### src/rtl/ccff_loader.sv
// Configuration-chain loader: takes bytes over a valid/ready stream and shifts them
// MSB-first into the fabric's ccff chain, one prog_clk strobe per bit, holding the fabric in reset.
module ccff_loader #(
    parameter int CHAIN_LEN = 64,
    parameter int CNT_W     = $clog2(CHAIN_LEN + 1)
) (
    input  logic             clk,
    input  logic             pReset,
    input  logic             start,
    input  logic             abort,
    input  logic [7:0]       din,
    input  logic             din_valid,
    output logic             din_ready,
    input  logic             ccff_tail,
    output logic             ccff_head,
    output logic             prog_clk_en,
    output logic             fabric_rst,
    output logic             busy,
    output logic             done,
    output logic [CNT_W-1:0] bit_count,
    output logic             tail_parity,
    output logic [2:0]       state_dbg
);

    // Handshake: a byte transfers on a rising clk edge where din_valid and din_ready are both 1;
    // din_ready is only high in FETCH, and din must be held stable while din_valid is high.

    typedef enum logic [2:0] {
        S_IDLE  = 3'd0,
        S_FETCH = 3'd1,
        S_SETUP = 3'd2,
        S_PULSE = 3'd3,
        S_DONE  = 3'd4
    } state_t;

    localparam logic [CNT_W-1:0] LAST_COUNT = CNT_W'(CHAIN_LEN);
    localparam logic [CNT_W-1:0] ONE        = CNT_W'(1);

    state_t           state_q, state_d;
    logic [7:0]       shreg_q, shreg_d;
    logic [3:0]       bits_left_q, bits_left_d;
    logic [CNT_W-1:0] bit_count_q, bit_count_d;
    logic             tail_parity_q, tail_parity_d;
    logic             ccff_head_q, ccff_head_d;
    logic             din_ready_q, din_ready_d;
    logic             prog_clk_en_q, prog_clk_en_d;
    logic             fabric_rst_q, fabric_rst_d;
    logic             busy_q, busy_d;
    logic             done_q, done_d;

    always_comb begin
        state_d       = state_q;
        shreg_d       = shreg_q;
        bits_left_d   = bits_left_q;
        bit_count_d   = bit_count_q;
        tail_parity_d = tail_parity_q;

        case (state_q)
            S_IDLE, S_DONE: begin
                if (start) begin
                    state_d       = S_FETCH;
                    bit_count_d   = '0;
                    tail_parity_d = 1'b0;
                end
            end
            S_FETCH: begin
                if (din_valid) begin
                    shreg_d     = din;
                    bits_left_d = 4'd8;
                    state_d     = S_SETUP;
                end
            end
            S_SETUP: state_d = S_PULSE;
            S_PULSE: begin
                if (bit_count_q != LAST_COUNT) begin
                    bit_count_d = bit_count_q + ONE;
                end
                tail_parity_d = tail_parity_q ^ ccff_tail;
                shreg_d       = {shreg_q[6:0], 1'b0};
                bits_left_d   = bits_left_q - 4'd1;
                // A full chain wins over a byte boundary, so leftover low bits are dropped.
                if (bit_count_q + ONE == LAST_COUNT) begin
                    state_d = S_DONE;
                end else if (bits_left_q == 4'd1) begin
                    state_d = S_FETCH;
                end else begin
                    state_d = S_SETUP;
                end
            end
            default: state_d = S_IDLE;
        endcase

        // Abort freezes the datapath (bit_count stays readable) and drops back to IDLE.
        if (abort) begin
            state_d       = S_IDLE;
            shreg_d       = shreg_q;
            bits_left_d   = bits_left_q;
            bit_count_d   = bit_count_q;
            tail_parity_d = tail_parity_q;
        end

        // Outputs are decoded from the next state so the registered copies line up with state_q.
        din_ready_d   = (state_d == S_FETCH);
        prog_clk_en_d = (state_d == S_PULSE);
        busy_d        = (state_d == S_FETCH) || (state_d == S_SETUP) || (state_d == S_PULSE);
        done_d        = (state_d == S_DONE);
        fabric_rst_d  = (state_d != S_DONE);
        ccff_head_d   = (state_d == S_SETUP) ? shreg_d[7] : ccff_head_q;
    end

    always_ff @(posedge clk) begin
        if (pReset) begin
            state_q       <= S_IDLE;
            shreg_q       <= '0;
            bits_left_q   <= '0;
            bit_count_q   <= '0;
            tail_parity_q <= 1'b0;
            ccff_head_q   <= 1'b0;
            din_ready_q   <= 1'b0;
            prog_clk_en_q <= 1'b0;
            fabric_rst_q  <= 1'b1;
            busy_q        <= 1'b0;
            done_q        <= 1'b0;
        end else begin
            state_q       <= state_d;
            shreg_q       <= shreg_d;
            bits_left_q   <= bits_left_d;
            bit_count_q   <= bit_count_d;
            tail_parity_q <= tail_parity_d;
            ccff_head_q   <= ccff_head_d;
            din_ready_q   <= din_ready_d;
            prog_clk_en_q <= prog_clk_en_d;
            fabric_rst_q  <= fabric_rst_d;
            busy_q        <= busy_d;
            done_q        <= done_d;
        end
    end

    assign din_ready   = din_ready_q;
    assign ccff_head   = ccff_head_q;
    assign prog_clk_en = prog_clk_en_q;
    assign fabric_rst  = fabric_rst_q;
    assign busy        = busy_q;
    assign done        = done_q;
    assign bit_count   = bit_count_q;
    assign tail_parity = tail_parity_q;
    assign state_dbg   = state_q;

endmodule

### config.mk
export PLATFORM = sky130hd
export DESIGN_NAME = ccff_loader
export DESIGN_NICKNAME = d
export VERILOG_FILES = /design/src/rtl/ccff_loader.sv
export SDC_FILE = /design/constraint.sdc
export NUM_CORES = 1
export LEC_CHECK = 0
export CAP_MARGIN = 20
export CORE_MARGIN = 2
export CORE_UTILIZATION = 25
export CTS_BUF_LIST = sky130_fd_sc_hd__clkbuf_2
export DETAILED_ROUTE_END_ITERATION = 6
export SYNTH_ARGS = -nofsm -noshare
export SYNTH_HDL_FRONTEND = slang
export SYNTH_SLANG_ARGS = --single-unit
### constraint.sdc
create_clock -name clk -period 2.9 [get_ports clk]
set_input_delay 0.29 -clock clk [delete_from_list [all_inputs] [get_ports clk]]
set_output_delay 0.29 -clock clk [all_outputs]
set_load 0.02 [all_outputs]
==> metrics <==
outcome finished, final reports clean; ys async rst share 0%; PwrDens 354.4 nW/µm²; CP top delay family buffers and inverters; HP Class flip-flop to flip-flop; Mapped Avg Cell Area a little over 8 µm²; Synth Register Bits 29; Crit Path Max Fanout 16; final setup vio count 0; CTS Buf Count 5; Slew headroom between 60% and 70%; top-count cell post-synth nor2_1; kind of critical path flip-flop to output pin; Slew @ Worst Pin about 0.53 ns; CP startpoint kind flip-flop; RSZ-0062 raised after global routing no; final hold vios 0; minimum clock period approximately 2 ns; initial antenna violation count 0; setup TNS 0 ns; Setup Fix Bufs, Post-CTS 0; CP bufs+invs 1; max cap viols 0; CP max-delay cell clkdlybuf4s50_1; Placeable Area about 5500 µm²; Final Max Tran Viols 0; area of the multi-input gates between 800 and 900 µm²; maximum VDD drop around 0.089 mV; initial drt markers ~120; H-tree levels 2; CTS tree yes; Longest Clk Path Bufs 2; largest area contributor in the synthesized netlist dfxtp_1; Port Buffers 30; Vias/cell slightly below 5; WP data arrival 1.66 ns; fin crit share between 60% and 70%; Diodes inserted 0; WL/cell about 12 µm; row count 27; Synth top area share about two fifths; count of cells resized by post-cts repair 0; post-synthesis net count between 150 and 200; CP Data Required Time roughly 2.6 ns; ratio of cells with drive above 1 in the final layout 8.491%; Remaining DRCs 0; Yosys warning count 0; vias in the first global route ~1400; Register Area between 500 and 600 µm²; top cells by area, synth dfxtp_1 40%, nor2_1 7.8%, a21oi_1 5.9%, nor3_1 4.2%, o21ai_0 4.2%; CP Cell Sequence clkdlybuf4s50_1; commonest cells in the netlist 30 x nor2_1, 29 x dfxtp_1, 17 x a21oi_1; HPWL Detailed approximately 2.5 mm; GRT overflow 0; fill count 601; GP Congestion a little under 0.8; FMAX 511.9 MHz; Die Area around 6400 µm²; Crit. End Element output pin; first-pass GRT wire length just over 6 mm; detailed-route wire length 3.517 mm; Mapped Cells between 150 and 200; Top Ports 31; Routed Antenna Nets 0; Hold WS about 0.47 ns; Initial Utilization between 20% and 30%; Clock Sinks 29; Worst-Skew Late Latency approximately 0.35 ns; Netlist cell types 38; largest net degree at the start of global routing 19; Post-synth EDFFs 0; CTS Root Cell clkbuf_2; Die Ht roughly 80 µm; GRT Total Usage between 10% and 20%; CP peak stage delay between 0.6 and 0.7 ns; Layout area overhead 29.29%; via count ~1400; Die W roughly 80 µm; Final Skew approximately 0.015 ns; clk slew on worst S/H paths 0.13 ns; Final nets 230; Syn Std Cell Area ~1400 µm²; Seq/Total Area, Yosys 40.21%; cts hold-fix bufs 0; commonest register cell after synthesis dfxtp_1; drt pass-1 iters 4; leakage 0.0006299 µW
## routing by layer
metal	GRT usage, %	part of all wire [%]	vias up
met5	0	0	-
met4	7.627	2.0	0
met3	2.941	5.2	7
met2	18.08	43	36
met1	16.55	50	646
li1	-	-	706
## cells by family (layout without fill, tap and decap cells)
group / after synthesis / in the layout / synth area share [%]
muxes: 6 / 6 / 4.679
buffers and inverters: 13 / 46 / 3.466
AOI/OAI and AO/OA: 47 / 47 / 19.50
xor gates and xnor gates: 1 / 1 / 0.6067
DFF: 29 / 29 / 40.21
adders and majority gates: 4 / 4 / 3.466
and+or+nand+nor: 79 / 79 / 28.08
## per-stage QoR
step / std cells / setup WS (ns) / total power (µW) / util [%] / area, µm²
final: 284 / 0.9464 / 661.7 / 33.69 / 1867
after global routing: 284 / 0.8135 / 699.8 / 33.69 / 1867
after CTS: 284 / 0.9151 / 674.4 / 33.69 / 1867
after detailed placement: 277 / 0.7263 / 483.0 / 33.08 / 1833
after global placement: 277 / 0.7740 / 482.7 / 33.08 / 1833
after floorplan: 179 / 1.121 / 447.9 / - / 1444
## placed cells by master, fill, tap and decap left out, types with 2 or more instances in the layout
cell type and instances:
inv_1 5, nor2_1 30, o22ai_1 3, nand2_1 12, a21o_1 2, clkbuf_2 6
mux2_2 2, nand2b_1 3, nand3_1 5, nor2b_1 2, o31ai_1 2, mux2i_1 3
o21ai_0 12, ha_1 4, a21oi_1 17, nor3_1 12, dfxtp_1 29, clkdlybuf4s50_1 30
a221oi_1 6, nand3b_1 4, buf_4 4
## flip-flops by register name (all words and copies together), names as in the netlist, 3 cells and up
name / cells
bit_count: 7
shreg_q: 8
bits_left_q: 4
state_dbg: 3
## path summary, 6_finish.rpt
path                  endpoint          from  slack, ns  cells past startpoint
setup / recovery  state_dbg[1]  state_dbg[1]       0.95                      1
hold reg to reg     shreg_q[0]    shreg_q[0]       0.47                      2
setup reg to reg     ccff_head  state_dbg[1]       0.99                      5
hold / removal      shreg_q[0]    shreg_q[0]       0.47                      2
## where the power goes
| group | switching [µW] | internal (µW) |
|---|---|---|
| combinational | 32.1 | 33.5 |
| sequential | 4.52 | 404 |
| clock | 132 | 56.2 |
| total | 168 | 493 |
## layout make-up
| cell class | count | share of cell area [%] |
|---|---|---|
| Multi-Input combinational cell | 137 | 43.57 |
| Clock buffer | 6 | 1.609 |
| Timing Repair Buffer | 34 | 17.69 |
| Inverter | 5 | 1.005 |
| Sequential cell | 29 | 31.10 |
| Clock inverter | 1 | 0.2011 |
| Tap cell | 72 | 4.826 |
Note: power is estimated with default switching activity, not from simulation.
